===== src/rtl/chan_scan_pkg.sv =====
// Shared types and constants for the per-channel scan sequencer.
package chan_scan_pkg;

    localparam int NCH             = 16;
    localparam int CH_W            = 4;
    localparam int SETTLE_CYC_DEF  = 1000;
    localparam int TIMEOUT_CYC_DEF = 4096;

    typedef enum logic [3:0] {
        S_IDLE,
        S_FIND,
        S_POT,
        S_SETTLE,
        S_CONV,
        S_WAIT,
        S_READ,
        S_EMIT,
        S_DONE
    } state_t;

endpackage


===== src/rtl/find_next_set.sv =====
// Combinational search for the lowest set mask bit at or above a start index.
module find_next_set
    import chan_scan_pkg::*;
(
    input  logic [NCH-1:0]  mask,
    input  logic [CH_W-1:0] start,
    output logic            found,
    output logic [CH_W-1:0] idx
);

    logic [NCH-1:0] qual;

    for (genvar gi = 0; gi < NCH; gi++) begin : g_qual
        assign qual[gi] = mask[gi] && (CH_W'(gi) >= start);
    end

    // Walk downwards so the lowest qualifying bit is the one left in idx.
    always_comb begin
        found = |qual;
        idx   = '0;
        for (int i = NCH - 1; i >= 0; i--) begin
            if (qual[i]) begin
                idx = CH_W'(i);
            end
        end
    end

endmodule


===== src/rtl/chan_scan_seq.sv =====
// Scan sequencer: per enabled channel, load the pot over SPI, settle, convert,
// read the ADC and stream one result word out; handshakes are timeout-guarded.
module chan_scan_seq
    import chan_scan_pkg::*;
#(
    parameter int SETTLE_CYC  = SETTLE_CYC_DEF,
    parameter int TIMEOUT_CYC = TIMEOUT_CYC_DEF
) (
    input  logic            clk,
    input  logic            rst_n,
    input  logic            start,
    input  logic [NCH-1:0]  phase_en,
    input  logic [NCH-1:0]  sample_en,
    input  logic [NCH-1:0]  read_en,
    input  logic [15:0]     pot_word,
    output logic            pot_req,
    output logic [CH_W-1:0] pot_ch,
    output logic [15:0]     pot_data,
    input  logic            pot_ack,
    output logic [CH_W-1:0] adc_ch,
    output logic            adc_conv,
    input  logic            adc_busy,
    output logic            adc_rd_req,
    input  logic            adc_rd_ack,
    input  logic [15:0]     adc_data,
    output logic            res_valid,
    output logic [CH_W-1:0] res_ch,
    output logic [15:0]     res_data,
    output logic            busy,
    output logic            done,
    output logic [NCH-1:0]  err
);

    localparam int CNT_MAX = (SETTLE_CYC > TIMEOUT_CYC) ? SETTLE_CYC : TIMEOUT_CYC;
    localparam int CNT_W   = $clog2(CNT_MAX + 1);

    state_t          state;
    logic [CH_W-1:0] cur;
    logic [CNT_W-1:0] cnt;
    logic [NCH-1:0]  phase_m;
    logic [NCH-1:0]  sample_m;
    logic [NCH-1:0]  read_m;
    logic [15:0]     word_q;

    logic            nxt_found;
    logic [CH_W-1:0] nxt_idx;
    logic            last_ch;
    logic            settle_end;
    logic            tmo_end;
    logic            first_cyc;

    find_next_set u_find (
        .mask  (phase_m),
        .start (cur),
        .found (nxt_found),
        .idx   (nxt_idx)
    );

    assign last_ch    = (cur == CH_W'(NCH - 1));
    assign settle_end = (cnt == CNT_W'(SETTLE_CYC - 1));
    assign tmo_end    = (cnt == CNT_W'(TIMEOUT_CYC - 1));
    assign first_cyc  = (cnt == '0);

    // cnt is the number of cycles already spent in the current state; every
    // transition clears it so both settle and timeout count from state entry.
    always_ff @(posedge clk or negedge rst_n) begin
        if (!rst_n) begin
            state      <= S_IDLE;
            cur        <= '0;
            cnt        <= '0;
            phase_m    <= '0;
            sample_m   <= '0;
            read_m     <= '0;
            word_q     <= '0;
            pot_req    <= 1'b0;
            pot_ch     <= '0;
            pot_data   <= '0;
            adc_ch     <= '0;
            adc_conv   <= 1'b0;
            adc_rd_req <= 1'b0;
            res_valid  <= 1'b0;
            res_ch     <= '0;
            res_data   <= '0;
            busy       <= 1'b0;
            done       <= 1'b0;
            err        <= '0;
        end else begin
            adc_conv  <= 1'b0;
            res_valid <= 1'b0;
            done      <= 1'b0;
            cnt       <= cnt + CNT_W'(1);

            case (state)
                S_IDLE: begin
                    cnt <= '0;
                    if (start) begin
                        phase_m  <= phase_en;
                        sample_m <= sample_en;
                        read_m   <= read_en;
                        word_q   <= pot_word;
                        cur      <= '0;
                        err      <= '0;
                        busy     <= 1'b1;
                        state    <= S_FIND;
                    end
                end

                S_FIND: begin
                    cnt <= '0;
                    if (nxt_found) begin
                        cur      <= nxt_idx;
                        pot_req  <= 1'b1;
                        pot_ch   <= nxt_idx;
                        pot_data <= word_q;
                        state    <= S_POT;
                    end else begin
                        done  <= 1'b1;
                        state <= S_DONE;
                    end
                end

                S_POT: begin
                    if (pot_ack) begin
                        pot_req <= 1'b0;
                        cnt     <= '0;
                        state   <= S_SETTLE;
                    end else if (tmo_end) begin
                        pot_req  <= 1'b0;
                        err[cur] <= 1'b1;
                        cnt      <= '0;
                        state    <= last_ch ? S_DONE : S_FIND;
                        done     <= last_ch;
                        if (!last_ch) cur <= cur + CH_W'(1);
                    end
                end

                S_SETTLE: begin
                    if (settle_end) begin
                        cnt <= '0;
                        if (sample_m[cur]) begin
                            adc_conv <= 1'b1;
                            adc_ch   <= cur;
                            state    <= S_CONV;
                        end else if (read_m[cur]) begin
                            adc_rd_req <= 1'b1;
                            adc_ch     <= cur;
                            state      <= S_READ;
                        end else begin
                            state <= last_ch ? S_DONE : S_FIND;
                            done  <= last_ch;
                            if (!last_ch) cur <= cur + CH_W'(1);
                        end
                    end
                end

                S_CONV: begin
                    cnt   <= '0;
                    state <= S_WAIT;
                end

                // The ADC may not raise busy until after the trigger, so the
                // first cycle here never counts as conversion complete.
                S_WAIT: begin
                    if (!first_cyc && !adc_busy) begin
                        cnt <= '0;
                        if (read_m[cur]) begin
                            adc_rd_req <= 1'b1;
                            state      <= S_READ;
                        end else begin
                            state <= last_ch ? S_DONE : S_FIND;
                            done  <= last_ch;
                            if (!last_ch) cur <= cur + CH_W'(1);
                        end
                    end else if (tmo_end) begin
                        err[cur] <= 1'b1;
                        cnt      <= '0;
                        state    <= last_ch ? S_DONE : S_FIND;
                        done     <= last_ch;
                        if (!last_ch) cur <= cur + CH_W'(1);
                    end
                end

                S_READ: begin
                    if (adc_rd_ack) begin
                        adc_rd_req <= 1'b0;
                        res_data   <= adc_data;
                        res_ch     <= cur;
                        res_valid  <= 1'b1;
                        cnt        <= '0;
                        state      <= S_EMIT;
                    end else if (tmo_end) begin
                        adc_rd_req <= 1'b0;
                        err[cur]   <= 1'b1;
                        cnt        <= '0;
                        state      <= last_ch ? S_DONE : S_FIND;
                        done       <= last_ch;
                        if (!last_ch) cur <= cur + CH_W'(1);
                    end
                end

                S_EMIT: begin
                    cnt   <= '0;
                    state <= last_ch ? S_DONE : S_FIND;
                    done  <= last_ch;
                    if (!last_ch) cur <= cur + CH_W'(1);
                end

                S_DONE: begin
                    cnt   <= '0;
                    busy  <= 1'b0;
                    state <= S_IDLE;
                end

                default: begin
                    cnt   <= '0;
                    state <= S_IDLE;
                end
            endcase
        end
    end

endmodule


===== config.mk =====
export PLATFORM = sky130hd
export DESIGN_NAME = chan_scan_seq
export DESIGN_NICKNAME = d
export VERILOG_FILES = /design/src/rtl/chan_scan_pkg.sv /design/src/rtl/find_next_set.sv /design/src/rtl/chan_scan_seq.sv
export SDC_FILE = /design/constraint.sdc
export NUM_CORES = 1
export LEC_CHECK = 0
export ABC_AREA = 1
export BUFFER_PORTS_ARGS = -buffer_cell sky130_fd_sc_hd__buf_2
export CAP_MARGIN = 20
export CORE_UTILIZATION = 40
export DETAILED_ROUTE_END_ITERATION = 6
export SKIP_CTS_REPAIR_TIMING = 1
export SKIP_LAST_GASP = 1
export SLEW_MARGIN = 20
export SYNTH_ARGS = -nofsm -noshare
export SYNTH_HDL_FRONTEND = slang
export SYNTH_SLANG_ARGS = --single-unit

===== constraint.sdc =====
create_clock -name clk -period 2.3 [get_ports clk]
set_input_delay 0.115 -clock clk [delete_from_list [all_inputs] [get_ports clk]]
set_output_delay 0.115 -clock clk [all_outputs]
set_load 0.01 [all_outputs]

==> flow_summary_export.csv <==
group,metric,value,unit
setup_path,r2r_start,"cur[0]$_DFFE_PN0P_",
floorplan,dieArea,18100,um^2
layout,final_area,10300,um^2
flow_run,maxCapViolations,0,
clock_tree,clockBufferDepth,2,
setup_path,cp.required,2.60,ns
clock_tree,clk_latency,0.43,ns
synthesis,synth_top_family_by_area,"simple AND/OR/NAND/NOR gates",
synthesis,avgSynthCellArea,8.88,um^2
timing,finClkSkew,0.0158,ns
clock_tree,root_buffer,"clkbuf_16",
floorplan,rows,48,
min_path,hold_depth,4,
setup_path,path_class,"reg -> reg",
clock_tree,cts_num_sinks,151,
setup_path,r2r-end,"adc_rd_req$_DFFE_PN0P_",
routing,drt-met1-wl,9230,um
timing,drv_slew,0,
timing,post-route-period-util,97.1,%
timing,slew_headroom,61.6,%
setup_path,worst-path-max-fanout,10,
place,portBuffers,151,
power,ir_drop,0.000790,V
setup_path,cp-start-kind,"flop",
global_routing,antenna_found_initial,0,
floorplan,core_area,17200,um^2
layout,multi_input_area,2920,um^2
power,p_per_area,1260,nW/um^2
routing,ant_nets,0,
setup_path,cp-end-kind,"flop",
place,dp_hpwl,12400,um
synthesis,syn-instance-count,791,
global_routing,grt_pass1_wl,28000,um
synthesis,synth-seq-cells,151,
synthesis,ys_seq_area_share,53.8,%
routing,wl_per_cell,14.6,um
floorplan,die_x,135,um
setup_path,r2r_cells,12,
min_path,min_path_type,"in -> reg",
place,routabilityCongestion,0.903,
routing,first_iter_violations,345,
timing,setup_viol,0,
layout,post-route-util,59.9,%
synthesis,synthMuxAreaShare,4.49,%
global_routing,grt_usage,19.9,%
synthesis,netlist_area,7030,um^2
synthesis,synth_simple_gate_area_share,19.9,%
min_path,min_from,"pot_ack",
timing,totalNegativeSetupSlack,0,ns
routing,via_per_inst,4.75,
synthesis,yosys_warnings,0,
synthesis,postSynthNetCount,884,
synthesis,synth_top_cell_area_share,53.8,%
setup_path,cp.arrival,2.53,ns
synthesis,synth_area_leaders,"dfrtp_1 54%, nand2_1 11%, o21ai_0 4.8%, mux2_1 4.5%, inv_1 4.4%",
layout,regArea,3780,um^2
layout,n_antenna_cell,0,
layout,fillers,1490,
place,dpl_cell_area,8370,um^2
setup_path,crit_start,"cur[0]$_DFFE_PN0P_",
global_routing,grt_remaining_overflow,0,
clock_tree,htreeDepth,4,
layout,synthToLayoutAreaGrowth,46.8,%
timing,hold_viol,0,
floorplan,ioPinCount,152,
layout,nets,1182,
floorplan,initial_core_util,40.8,%
power,p_leak,5.17,nW
layout,drive_above_1_share,30.2,%
timing,period_needed,2.23,ns
global_routing,grt_max_degree,58,
clock_tree,cts_tree,"done",
routing,maxUsedRoutingLayer,"met4",
synthesis,synth_common_cells,"204 x nand2_1, 151 x dfrtp_1, 82 x inv_1",
synthesis,synth-compound-area-share,12.2,%
clock_tree,numCtsBuffers,17,
synthesis,synth_edf_count,0,
routing,vias,6304,
timing,fmax,0.448,GHz
timing,worst_slew_pin_slew,0.576,ns
global_routing,grt_pass1_vias,5575,
setup_path,reg2reg_slack,0.07,ns
synthesis,synth_xor_xnor_area_share,0.748,%
clock_tree,cts.clk_slew.worst_paths,0.06,ns
synthesis,ys.flop_type,"dfrtp_1",
synthesis,ys_types,46,
run_status,run_status,"complete, no violations",
synthesis,yosysTopAreaCell,"dfrtp_1",
routing,first_pass_iters,4,
synthesis,synthAdderAreaFrac,1.25,%
synthesis,synth_most_common_cell,"nand2_1",
floorplan,chipHeight,135,um
synthesis,async_flop_share,100,%
routing,wl_met3,704,um
routing,drc,0,
min_path,hold_end,"pot_req$_DFFE_PN0P_",
routing,routed_wl,19400,um
timing,rsz0062_at_grt,"yes",
routing,wl_met2,9120,um
## registers in the layout (all words and copies together) (netlist names), 13 cells and up
signal	count
pot_data	16
res_data	16
phase_m	16
err	16
read_m	16
cnt	13
sample_m	16
word_q	16
## report_power, final
group / total, mW / switching [mW] / internal, mW / leakage (nW)
Sequential: 4.09 / 0.462 / 3.63 / 1.92
Combinational: 6.17 / 3.44 / 2.73 / 2.98
Clock: 2.70 / 1.19 / 1.51 / 0.272
Total: 13.0 / 5.09 / 7.87 / 5.17
## worst max-delay path: stages, from the launching register on
cell and delay, ns:
dfrtp_2 0.46, buf_12 0.15, clkbuf_16 0.15, o21ai_1 0.16, a21oi_1 0.09, or2_1 0.27, nor2_4 0.16, nor2_1 0.09
nor2_2 0.17, buf_4 0.14, o2111ai_1 0.12, nand2_1 0.08, o21ai_0 0.07
## worst max-delay path by stage
stage / slack (ns) / cells after the start / end
after floorplan: 0.03 / 16 / pot_data[11]$_DFFE_PN0P_
after global placement: 0.06 / 22 / cur[0]$_DFFE_PN0P_
after detailed placement: 0.05 / 14 / pot_data[15]$_DFFE_PN0P_
after CTS: 0.03 / 14 / pot_data[15]$_DFFE_PN0P_
after global routing: -0.07 / 12 / adc_rd_req$_DFFE_PN0P_
final: 0.07 / 12 / adc_rd_req$_DFFE_PN0P_
## per-stage QoR
| step | cells | hold WS (ns) | total power, mW | setup slack [ns] |
|---|---|---|---|---|
| after floorplan | 791 | -0.181 | 7.48 | 0.0263 |
| after global placement | 1190 | 0.136 | 9.09 | 0.0564 |
| after detailed placement | 1190 | 0.134 | 9.14 | 0.0537 |
| after CTS | 1221 | -0.325 | 11.9 | 0.0288 |
| after global routing | 1326 | 0.128 | 13.9 | -0.0653 |
| final | 1326 | 0.0811 | 13.0 | 0.0671 |
## cell families (layout without fill, tap and decap cells)
kind of cell | count (synthesis) | in the layout
flops | 151 | 151
xor+xnor | 6 | 6
compound gates | 157 | 157
buf+inv | 118 | 428
fa+ha+maj | 7 | 7
mux | 28 | 28
simple gates | 324 | 324
## metal layers
layer	vias to the layer above	GRT usage, %
li1	3171	-
met1	2969	28.7
met2	146	30.2
met3	18	3.68
met4	0	6.99
met5	-	0
## area by class of cell
class,count,share of cell area [%]
Timing Repair Buffer,307,23.4
Clock inverter,14,1.36
Inverter,90,3.43
Tap cell,225,2.73
Multi-Input combinational cell,522,28.3
Clock buffer,17,4.12
Sequential cell,151,36.7
## cells in the final DEF (no fill, tap or decap), drive strengths merged, types with 5 or more instances in the layout
cell / count
buf: 220
nand2: 210
dfrtp: 151
inv: 93
o21ai: 91
dlygate4sd3: 81
nor2: 71
a21oi: 37
mux2: 28
clkbuf: 23
nand3: 19
a31oi: 13
nor3: 13
ha: 7
o211ai: 6
clkinv: 6
xor2: 5
(Power assumes the default switching activity.)
